File: src/rtl/fw_sram_wishbone_bridge_pkg.sv
// -----------------------------------------------------------------------------
// fw_sram_wishbone_bridge_pkg
// Shared definitions for the generic-SRAM-target to Wishbone-initiator bridge:
// the FSM state encoding, default widths, the Wishbone tag width and small
// helpers for deriving byte-lane counts and timeout counter widths.
// No ports (package).
// -----------------------------------------------------------------------------
package fw_sram_wishbone_bridge_pkg;

  // Bridge FSM: one request in flight at most, so two states are enough.
  typedef enum logic {
    IDLE = 1'b0,
    BUS  = 1'b1
  } bridge_state_t;

  localparam int DEFAULT_ADR_WIDTH = 32;
  localparam int DEFAULT_DAT_WIDTH = 32;
  localparam int DEFAULT_TIMEOUT   = 256;

  // Cycle tag is always driven zero, meaning non-atomic access.
  localparam int TGC_WIDTH = 4;

  // Number of byte lanes carried by a data word.
  function automatic int laneCount(input int datWidth);
    return datWidth / 8;
  endfunction

  // Counter width able to hold 0 .. timeout-1, never narrower than one bit.
  function automatic int counterWidth(input int timeout);
    return (timeout > 1) ? $clog2(timeout) : 1;
  endfunction

endpackage

File: src/rtl/fw_sram_wishbone_bridge_if.sv
// -----------------------------------------------------------------------------
// fw_sram_wishbone_bridge_if
// Two interfaces used by the bridge:
//   fw_sram_if : generic byte-enable SRAM port plus busy/error extensions.
//                master = requester (CPU/DMA), slave = bridge.
//   fw_wb_if   : Wishbone classic single-cycle initiator signals.
//                master = bridge (initiator), slave = Wishbone target.
// -----------------------------------------------------------------------------
interface fw_sram_if
  import fw_sram_wishbone_bridge_pkg::*;
#(
  parameter int ADR_WIDTH = DEFAULT_ADR_WIDTH,
  parameter int DAT_WIDTH = DEFAULT_DAT_WIDTH
) ();

  logic [ADR_WIDTH-1:0]            t_addr;
  logic                            t_read_en;
  logic                            t_write_en;
  logic [DAT_WIDTH-1:0]            t_write_data;
  logic [laneCount(DAT_WIDTH)-1:0] t_byte_en;
  logic [DAT_WIDTH-1:0]            t_read_data;
  logic                            t_busy;
  logic                            t_err;
  logic                            t_err_clr;

  modport master (
    output t_addr, t_read_en, t_write_en, t_write_data, t_byte_en, t_err_clr,
    input  t_read_data, t_busy, t_err
  );

  modport slave (
    input  t_addr, t_read_en, t_write_en, t_write_data, t_byte_en, t_err_clr,
    output t_read_data, t_busy, t_err
  );

endinterface

interface fw_wb_if
  import fw_sram_wishbone_bridge_pkg::*;
#(
  parameter int ADR_WIDTH = DEFAULT_ADR_WIDTH,
  parameter int DAT_WIDTH = DEFAULT_DAT_WIDTH
) ();

  logic [ADR_WIDTH-1:0]            i_adr;
  logic [DAT_WIDTH-1:0]            i_dat_w;
  logic [DAT_WIDTH-1:0]            i_dat_r;
  logic [laneCount(DAT_WIDTH)-1:0] i_sel;
  logic                            i_we;
  logic                            i_cyc;
  logic                            i_stb;
  logic                            i_ack;
  logic                            i_err;
  logic [TGC_WIDTH-1:0]            i_tgc;
  logic                            i_tga;
  logic                            i_tgd_w;
  logic                            i_tgd_r;

  modport master (
    output i_adr, i_dat_w, i_sel, i_we, i_cyc, i_stb, i_tgc, i_tga, i_tgd_w,
    input  i_dat_r, i_ack, i_err, i_tgd_r
  );

  modport slave (
    input  i_adr, i_dat_w, i_sel, i_we, i_cyc, i_stb, i_tgc, i_tga, i_tgd_w,
    output i_dat_r, i_ack, i_err, i_tgd_r
  );

endinterface

File: src/rtl/fw_sram_wishbone_bridge_timeout.sv
// -----------------------------------------------------------------------------
// fw_wb_timeout_counter
// Bus-cycle watchdog shared by Wishbone initiators. Counts cycles while
// enabled and flags expiry in the TIMEOUT-th counted cycle. TIMEOUT = 0
// disables the watchdog entirely (expired never asserts).
// Ports:
//   clock     in  posedge clock
//   reset     in  asynchronous active-high reset
//   i_clear   in  force the count back to zero (has priority over enable)
//   i_enable  in  count this cycle
//   o_expired out high in the cycle whose count equals TIMEOUT-1
// -----------------------------------------------------------------------------
module fw_wb_timeout_counter
  import fw_sram_wishbone_bridge_pkg::*;
#(
  parameter int TIMEOUT = DEFAULT_TIMEOUT
) (
  input  logic clock,
  input  logic reset,
  input  logic i_clear,
  input  logic i_enable,
  output logic o_expired
);

  if (TIMEOUT == 0) begin : g_disabled

    // Watchdog compiled out: inputs are intentionally left without effect.
    logic w_unused;
    assign w_unused  = ^{i_clear, i_enable, clock, reset};
    assign o_expired = 1'b0;

  end else begin : g_enabled

    localparam int CNT_W = counterWidth(TIMEOUT);
    localparam logic [CNT_W-1:0] LAST = CNT_W'(TIMEOUT - 1);

    logic [CNT_W-1:0] r_count;

    // Count enabled cycles, saturating at LAST so a caller that keeps the
    // counter enabled past expiry never sees the count wrap.
    always_ff @(posedge clock or posedge reset) begin
      if (reset) begin
        r_count <= '0;
      end else if (i_clear) begin
        r_count <= '0;
      end else if (i_enable && (r_count != LAST)) begin
        r_count <= r_count + 1'b1;
      end
    end

    assign o_expired = i_enable && (r_count == LAST);

  end

endmodule

File: src/rtl/fw_sram_wishbone_bridge.sv
// -----------------------------------------------------------------------------
// fw_sram_wishbone_bridge
// Generic-SRAM-target to Wishbone-initiator bridge. Each SRAM request is
// registered and issued as one Wishbone classic single cycle; the requester
// is stalled with t_busy until the cycle terminates.
// Ports:
//   clock  in   single clock, posedge
//   reset  in   asynchronous active-high reset
//   sram   fw_sram_if.slave  : t_addr/t_read_en/t_write_en/t_write_data/
//          t_byte_en/t_err_clr in; t_read_data/t_busy/t_err out
//   wb     fw_wb_if.master   : i_adr/i_dat_w/i_sel/i_we/i_cyc/i_stb and tags
//          out; i_dat_r/i_ack/i_err/i_tgd_r in
// Parameters: ADR_WIDTH, DAT_WIDTH, TIMEOUT (0 disables the bus watchdog).
// -----------------------------------------------------------------------------
module fw_sram_wishbone_bridge
  import fw_sram_wishbone_bridge_pkg::*;
#(
  parameter int ADR_WIDTH = DEFAULT_ADR_WIDTH,
  parameter int DAT_WIDTH = DEFAULT_DAT_WIDTH,
  parameter int TIMEOUT   = DEFAULT_TIMEOUT
) (
  input  logic     clock,
  input  logic     reset,
  fw_sram_if.slave sram,
  fw_wb_if.master  wb
);

  localparam int LANES = laneCount(DAT_WIDTH);

  bridge_state_t r_state;
  bridge_state_t w_nextState;

  logic [ADR_WIDTH-1:0] r_adr;
  logic [DAT_WIDTH-1:0] r_datW;
  logic [LANES-1:0]     r_sel;
  logic                 r_we;
  logic [DAT_WIDTH-1:0] r_readData;
  logic                 r_err;

  logic w_capture;
  logic w_ackDone;
  logic w_fail;
  logic w_inBus;
  logic w_expired;
  logic w_unused;

  assign w_inBus = (r_state == BUS);

  // Watchdog is held cleared outside BUS so it starts from zero on every
  // new cycle and counts each cycle the bus is held.
  fw_wb_timeout_counter #(
    .TIMEOUT (TIMEOUT)
  ) u_timeout (
    .clock     (clock),
    .reset     (reset),
    .i_clear   (!w_inBus),
    .i_enable  (w_inBus),
    .o_expired (w_expired)
  );

  // State register. Async reset abandons any in-flight cycle immediately,
  // which drops cyc/stb in the same cycle the reset arrives.
  always_ff @(posedge clock or posedge reset) begin
    if (reset) begin
      r_state <= IDLE;
    end else begin
      r_state <= w_nextState;
    end
  end

  // Next-state and event decode. In BUS the termination priority is
  // err, then ack, then watchdog expiry; a real termination in the expiry
  // cycle therefore wins over the timeout.
  always_comb begin
    w_nextState = r_state;
    w_capture   = 1'b0;
    w_ackDone   = 1'b0;
    w_fail      = 1'b0;
    case (r_state)
      IDLE: begin
        if (sram.t_read_en || sram.t_write_en) begin
          w_capture   = 1'b1;
          w_nextState = BUS;
        end
      end
      BUS: begin
        if (wb.i_err) begin
          w_fail      = 1'b1;
          w_nextState = IDLE;
        end else if (wb.i_ack) begin
          w_ackDone   = 1'b1;
          w_nextState = IDLE;
        end else if (w_expired) begin
          w_fail      = 1'b1;
          w_nextState = IDLE;
        end
      end
    endcase
  end

  // Request capture. Only sampled in IDLE, so anything the requester
  // presents while busy is ignored until the bridge is free again.
  // A write request wins when read and write are both asserted.
  always_ff @(posedge clock or posedge reset) begin
    if (reset) begin
      r_adr  <= '0;
      r_datW <= '0;
      r_sel  <= '0;
      r_we   <= 1'b0;
    end else if (w_capture) begin
      r_adr  <= sram.t_addr;
      r_datW <= sram.t_write_data;
      r_sel  <= sram.t_byte_en;
      r_we   <= sram.t_write_en;
    end
  end

  // Read data holds the last completed read. A failed read (bus error or
  // timeout) replaces it with zero; writes never touch it.
  always_ff @(posedge clock or posedge reset) begin
    if (reset) begin
      r_readData <= '0;
    end else if (w_ackDone && !r_we) begin
      r_readData <= wb.i_dat_r;
    end else if (w_fail && !r_we) begin
      r_readData <= '0;
    end
  end

  // Sticky error flag. Setting has priority over a clear in the same cycle
  // so a failure is never lost to a concurrent software clear.
  always_ff @(posedge clock or posedge reset) begin
    if (reset) begin
      r_err <= 1'b0;
    end else if (w_fail) begin
      r_err <= 1'b1;
    end else if (sram.t_err_clr) begin
      r_err <= 1'b0;
    end
  end

  // Wishbone drive. Write enable and byte selects are qualified with the
  // cycle so they are only asserted while cyc is high.
  assign wb.i_adr   = r_adr;
  assign wb.i_dat_w = r_datW;
  assign wb.i_sel   = w_inBus ? r_sel : '0;
  assign wb.i_we    = w_inBus && r_we;
  assign wb.i_cyc   = w_inBus;
  assign wb.i_stb   = w_inBus;
  assign wb.i_tgc   = '0;
  assign wb.i_tga   = 1'b0;
  assign wb.i_tgd_w = 1'b0;

  // Incoming data tag carries nothing this bridge uses.
  assign w_unused = wb.i_tgd_r;

  assign sram.t_read_data = r_readData;
  assign sram.t_busy      = w_inBus;
  assign sram.t_err       = r_err;

endmodule

File: src/flat_wrapper.sv
// flat-port wrapper written by rule: the top's interface ports become plain ports
module fw_sram_wishbone_bridge_flat import fw_sram_wishbone_bridge_pkg::*;
#(
  parameter int ADR_WIDTH = DEFAULT_ADR_WIDTH,
  parameter int DAT_WIDTH = DEFAULT_DAT_WIDTH,
  parameter int TIMEOUT   = DEFAULT_TIMEOUT
)
  (clock, reset, sram_t_addr, sram_t_read_en, sram_t_write_en, sram_t_write_data, sram_t_byte_en, sram_t_err_clr, sram_t_read_data, sram_t_busy, sram_t_err, wb_i_adr, wb_i_dat_w, wb_i_sel, wb_i_we, wb_i_cyc, wb_i_stb, wb_i_tgc, wb_i_tga, wb_i_tgd_w, wb_i_dat_r, wb_i_ack, wb_i_err, wb_i_tgd_r);
  fw_sram_if #(.ADR_WIDTH(ADR_WIDTH), .DAT_WIDTH(DAT_WIDTH)) sram_i ();
  fw_wb_if #(.ADR_WIDTH(ADR_WIDTH), .DAT_WIDTH(DAT_WIDTH)) wb_i ();
  input  logic clock;
  input  logic reset;
  input wire logic [$bits(sram_i.t_addr)-1:0] sram_t_addr;
  input wire logic [$bits(sram_i.t_read_en)-1:0] sram_t_read_en;
  input wire logic [$bits(sram_i.t_write_en)-1:0] sram_t_write_en;
  input wire logic [$bits(sram_i.t_write_data)-1:0] sram_t_write_data;
  input wire logic [$bits(sram_i.t_byte_en)-1:0] sram_t_byte_en;
  input wire logic [$bits(sram_i.t_err_clr)-1:0] sram_t_err_clr;
  output wire logic [$bits(sram_i.t_read_data)-1:0] sram_t_read_data;
  output wire logic [$bits(sram_i.t_busy)-1:0] sram_t_busy;
  output wire logic [$bits(sram_i.t_err)-1:0] sram_t_err;
  output wire logic [$bits(wb_i.i_adr)-1:0] wb_i_adr;
  output wire logic [$bits(wb_i.i_dat_w)-1:0] wb_i_dat_w;
  output wire logic [$bits(wb_i.i_sel)-1:0] wb_i_sel;
  output wire logic [$bits(wb_i.i_we)-1:0] wb_i_we;
  output wire logic [$bits(wb_i.i_cyc)-1:0] wb_i_cyc;
  output wire logic [$bits(wb_i.i_stb)-1:0] wb_i_stb;
  output wire logic [$bits(wb_i.i_tgc)-1:0] wb_i_tgc;
  output wire logic [$bits(wb_i.i_tga)-1:0] wb_i_tga;
  output wire logic [$bits(wb_i.i_tgd_w)-1:0] wb_i_tgd_w;
  input wire logic [$bits(wb_i.i_dat_r)-1:0] wb_i_dat_r;
  input wire logic [$bits(wb_i.i_ack)-1:0] wb_i_ack;
  input wire logic [$bits(wb_i.i_err)-1:0] wb_i_err;
  input wire logic [$bits(wb_i.i_tgd_r)-1:0] wb_i_tgd_r;
  assign sram_i.t_addr = sram_t_addr;
  assign sram_i.t_read_en = sram_t_read_en;
  assign sram_i.t_write_en = sram_t_write_en;
  assign sram_i.t_write_data = sram_t_write_data;
  assign sram_i.t_byte_en = sram_t_byte_en;
  assign sram_i.t_err_clr = sram_t_err_clr;
  assign sram_t_read_data = sram_i.t_read_data;
  assign sram_t_busy = sram_i.t_busy;
  assign sram_t_err = sram_i.t_err;
  assign wb_i_adr = wb_i.i_adr;
  assign wb_i_dat_w = wb_i.i_dat_w;
  assign wb_i_sel = wb_i.i_sel;
  assign wb_i_we = wb_i.i_we;
  assign wb_i_cyc = wb_i.i_cyc;
  assign wb_i_stb = wb_i.i_stb;
  assign wb_i_tgc = wb_i.i_tgc;
  assign wb_i_tga = wb_i.i_tga;
  assign wb_i_tgd_w = wb_i.i_tgd_w;
  assign wb_i.i_dat_r = wb_i_dat_r;
  assign wb_i.i_ack = wb_i_ack;
  assign wb_i.i_err = wb_i_err;
  assign wb_i.i_tgd_r = wb_i_tgd_r;
  fw_sram_wishbone_bridge #(.ADR_WIDTH(ADR_WIDTH), .DAT_WIDTH(DAT_WIDTH), .TIMEOUT(TIMEOUT)) u_core (.clock(clock), .reset(reset), .sram(sram_i), .wb(wb_i));
endmodule
File: config.mk
export PLATFORM = sky130hd
export DESIGN_NAME = fw_sram_wishbone_bridge_flat
export DESIGN_NICKNAME = d
export VERILOG_FILES = /design/src/rtl/fw_sram_wishbone_bridge_pkg.sv /design/src/rtl/fw_sram_wishbone_bridge_if.sv /design/src/rtl/fw_sram_wishbone_bridge_timeout.sv /design/src/rtl/fw_sram_wishbone_bridge.sv /design/src/flat_wrapper.sv
export SDC_FILE = /design/constraint.sdc
export NUM_CORES = 1
export LEC_CHECK = 0
export ABC_AREA = 1
export CAP_MARGIN = 20
export CORE_UTILIZATION = 44
export DETAILED_ROUTE_END_ITERATION = 6
export GPL_TIMING_DRIVEN = 0
export PLACE_DENSITY_LB_ADDON = 0.08
export SLEW_MARGIN = 20
export SYNTH_ARGS = -nofsm -noshare
export SYNTH_HDL_FRONTEND = slang
export SYNTH_SLANG_ARGS = --single-unit
File: constraint.sdc
create_clock -name clock -period 12.2 [get_ports clock]
set_clock_uncertainty 0.15 [all_clocks]
set_input_delay 2.44 -clock clock [delete_from_list [all_inputs] [get_ports clock]]
set_output_delay 2.44 -clock clock [all_outputs]
set_load 0.02 [all_outputs]
# [After elaboration in Yosys (flattened, before gate mapping)]
# Index checks and enable logic that the tools add are counted.
[totals] mem_count=0 out_inout_bits=111 register_bits=111 input_bits=108 wordCells=42 latch_bits=0 romBits=0 mem_bits_rw=0
[op_classes] reduce_logical=9 n_eq_ne=3 n_mux=20 shifts=0 n_addsub=1 multipliers=0 order_cmp=0 n_bitwise=1 n_div=0
[op_table] operator="two-way mux 32 bit" count=2
[op_table] operator="two-way mux 8 bit" count=2
[op_table] operator="two-way mux 1 bit" count=14
[op_table] operator="adder 8 x 1 -> 8 bit (second input constant)" count=1
[op_table] operator="equality test 8 bit (second input constant)" count=1
[op_table] operator="!= test 8 bit (second input constant)" count=1
[op_table] operator="logical AND 1 bit" count=5
[op_table] operator="two-way mux 4 bit" count=1
[op_table] operator="nonzero test 2 bit" count=2
[op_table] operator="!= test 2 bit (second input constant)" count=1
[op_table] operator="one-hot mux 1 bit (2 select lines)" count=1
[op_table] operator="zero test 1 bit" count=1
[op_table] operator="logical OR 1 bit" count=1
[op_table] operator="inverter 1 bit" count=1

# [Depth between registers and ports, before layout]
[depth] ltp_word=9 mapped_depth=9 mapped_depth_nobuf=8

# [Hierarchy]
# From an unflattened synthesis, not the netlist that was laid out.
[hier_totals] cells_unflattened=537 area_unflattened_um2=4638.2
[by_module_without_submodules] mod="fw_sram_wishbone_bridge" area_per_inst_um2=4134.0 n_inst=1 seq_area_each_um2=2577.5 cells_per_inst=470
[by_module_without_submodules] mod="fw_wb_timeout_counter" area_per_inst_um2=504.2 n_inst=1 seq_area_each_um2=200.2 cells_per_inst=67

# [Least setup slack after synthesis]
# Ideal clock, no wire load.
[synth_path] kind="flip-flop to output port" start="register u_core.r_state (netlist: u_core.sram.t_busy)" end="output wb_i_sel[0]" path_slack_ns=8.534 arrival_ns=1.076 n_path_buf=1 path_stages_with_launch=4 required_ns=9.610 path_cell_list="dfrtp_1 > clkbuf_1 > nand2_1 > inv_1"
[synth_between] elab_chain_len=1
[synth_lines] item="start: declaration" line="fw_sram_wishbone_bridge.sv:30" rtl="bridge_state_t r_state;"
[synth_lines] item="start signal: assignment" line="fw_sram_wishbone_bridge.sv:67" rtl="r_state <= w_nextState;"
[synth_lines] item="two-way mux 4 bit" line="fw_sram_wishbone_bridge.sv:146" rtl="assign wb.i_sel = w_inBus ? r_sel : '0;"
[synth_lines] item="end: declaration" line="flat_wrapper.sv:24" rtl="output wire logic [$bits(wb_i.i_sel)-1:0] wb_i_sel;"
# Every way passes these cells.

# [Final worst setup path]
[layout_path] start="register u_core.r_state (netlist: u_core.sram.t_busy)" end="output wb_i_sel[2]"
# Same word-level chain as after synthesis.

==> qor.csv <==
metric,value,unit
worstSetupStartpoint,u_core.sram.t_busy,
start_util,45.63,%
final_nets,851,
ios,219,
hold_viol,0,
dieArea,10590,um2
dpl-instance-area,6810,um2
numCtsBuffers,9,
utilization,71.67,%
dpl.cell_count,864,
antenna_found_initial,0,
status,finished clean,
portBuffers,211,
period_share,38.47,%
grt_use_met1,28.92,%
first_pass_iters,4,
vias,4165,
post_drt_via_cell_ratio,4.733,
post-route-min-period,4.693,ns
hold_ws,0.3340,ns
ys_types,25,
cp.arrival,2.10,ns
cp.required,9.61,ns
grt_usage,23.64,%
clock_latency,0.36,ns
crit_fanout,10,
num_rows,36,
critPathCaptureType,output pin,
drc_errors,0,
worstHoldStart,u_core.wb.i_adr[22],
cellLeakagePower,3.537,nW
post-cts-setup-buffers,0,
cts_resized,0,
dpl.hpwl,9168,um
grt-ovfl-total,0,
ir_worst_vdd,91.59,uV
top_usage_layer,met2,
ys_ff_latch,111,
postSynthAreaPerCell,8.717,um2
yosysSeqAreaShare,61.99,%
maxCapViolCount,0,
multi_input_area,1459,um2
p_per_area,177.1,nW/um2
drtIter0Drc,136,
final_max_slew_viol_count,0,
cts_root_buffer,clkbuf_8,
cts_tree,done,
fmax,213.1,MHz
wl,12180,um
cts_hold_buf,0,
path_clk_slew,0.10,ns
finalNonFillerCells,880,
crit_type,flop to output pin,
grt_max_degree,67,
ant_nets,0,
met2_usage,38.36,%
place_congestion,0.8227,
wl_per_cell,13.84,um
fillCellCount,804,
final_common_cell,nand2_1,
grt_pass1_wl,18970,um
yosys_warnings,0,
htree_levels,3,
fin_area,7038,um2
diodes,0,
grt_pass1_vias,3977,
seq_area,2778,um2
cts_sinks,111,
clockBufferDepth,2,
r2r-start,u_core.u_timeout.g_enabled.r_count[1],
netlist_instances,514,
most-common-layout-cells,"nand2_1 (289), clkdlybuf4s50_1 (211), dfrtp_1 (111)",
syn2layout_area_growth,57.08,%
hold_path_class,flop to flop,
rsz0062_at_grt,false,
use_met3,7.729,%
drive_gt1_share,6.158,%
die_w,102.9,um
timing.setup.tns,0,ns
cp-start-kind,flop,
synth_area,4481,um2
setup_viol,0,
fp.coreArea,9819,um2
die_h,102.9,um
-- cells by family (layout without fill, tap and decap cells) --
kind of cell | after synthesis | count (layout) | share of synthesized area [%]
AOI/OAI and AO/OA | 13 | 13 | 1.843
adders and majority gates | 1 | 1 | 0.2792
buffers and inverters | 51 | 279 | 5.864
other | 1 | 6 | 0.08370
and+or+nand+nor | 336 | 336 | 29.74
DFF | 111 | 111 | 61.99
xor gates and xnor gates | 1 | 1 | 0.1955
-- layer usage --
metal / vias to the layer above / part of all wire [%]
li1: 2020 / -
met5: - / 0
met3: 24 / 9.1
met1: 1971 / 40
met4: 0 / 2.7
met2: 150 / 49
-- Yosys cell counts, drive strengths merged --
| master | instances | area, um2 |
|---|---|---|
| nor3 | 1 | 5.000 |
| conb | 1 | 3.750 |
| a31oi | 1 | 6.260 |
| o21ai | 8 | 43.79 |
| dfrtp | 111 | 2778 |
| nand4 | 1 | 6.260 |
| buf | 21 | 150.1 |
| nor2 | 5 | 26.28 |
| ha | 1 | 12.51 |
| xnor2 | 1 | 8.760 |
| clkbuf | 11 | 41.29 |
| o211a | 1 | 10.01 |
| inv | 19 | 71.32 |
| nand2 | 289 | 1085 |
| nand3 | 40 | 210.2 |
| a41oi | 1 | 8.760 |
| a21oi | 1 | 5.000 |
| a31o | 1 | 8.760 |
-- per-stage QoR --
| step | total power [mW] | setup WS (ns) |
|---|---|---|
| 5_1_grt | 1.317 | 7.358 |
| 3_3_place_gp | 1.005 | 5.054 |
| 6_report | 1.247 | 7.507 |
| 4_1_cts | 1.259 | 7.477 |
| 3_5_place_dp | 1.016 | 7.933 |
| 2_1_floorplan | 0.7518 | 6.679 |
-- power breakdown --
group / internal, mW / total (mW) / switching (mW)
sequential: 0.459 / 0.511 / 0.0522
combinational: 0.234 / 0.496 / 0.262
clock: 0.123 / 0.240 / 0.117
-- state kept, by name, summed over array words and instances, names as in the netlist --
register	count
u_core.sram.t_busy	1
u_core.sram.t_read_data	32
u_core.r_sel	4
u_core.wb.i_dat_w	32
u_core.r_we	1
u_core.sram.t_err	1
u_core.wb.i_adr	32
u_core.u_timeout.g_enabled.r_count	8
-- critical path, stage by stage (launching register included) --
cell,delay [ns]
dfrtp_1,0.53
clkbuf_1,0.40
nand2_1,0.12
inv_1,0.08
clkdlybuf4s50_1,0.61
-- cell type report --
cell class | count | share of cell area, %
Timing Repair Buffer | 212 | 30.40
Inverter | 19 | 1.084
Clock inverter | 2 | 0.4978
Tap cell | 133 | 2.364
Multi-Input combinational cell | 357 | 20.73
Sequential cell | 111 | 39.47
Clock buffer | 14 | 2.738
Buffer | 32 | 2.720
-- path summary, 6_finish.rpt --
check | slack [ns] | end | cells after the start
worst max-delay path | 7.51 | wb_i_sel[2] | 4
worst min-delay path | 0.33 | u_core.wb.i_adr[22] | 2
worst max register to register | 10.40 | u_core.sram.t_read_data[18] | 9
worst min register to register | 0.33 | u_core.wb.i_adr[22] | 2
max in group asynchronous | 8.90 | u_core.sram.t_read_data[15] | 3
min in group asynchronous | 2.32 | u_core.wb.i_dat_w[27] | 2
(Power assumes the default switching activity.)
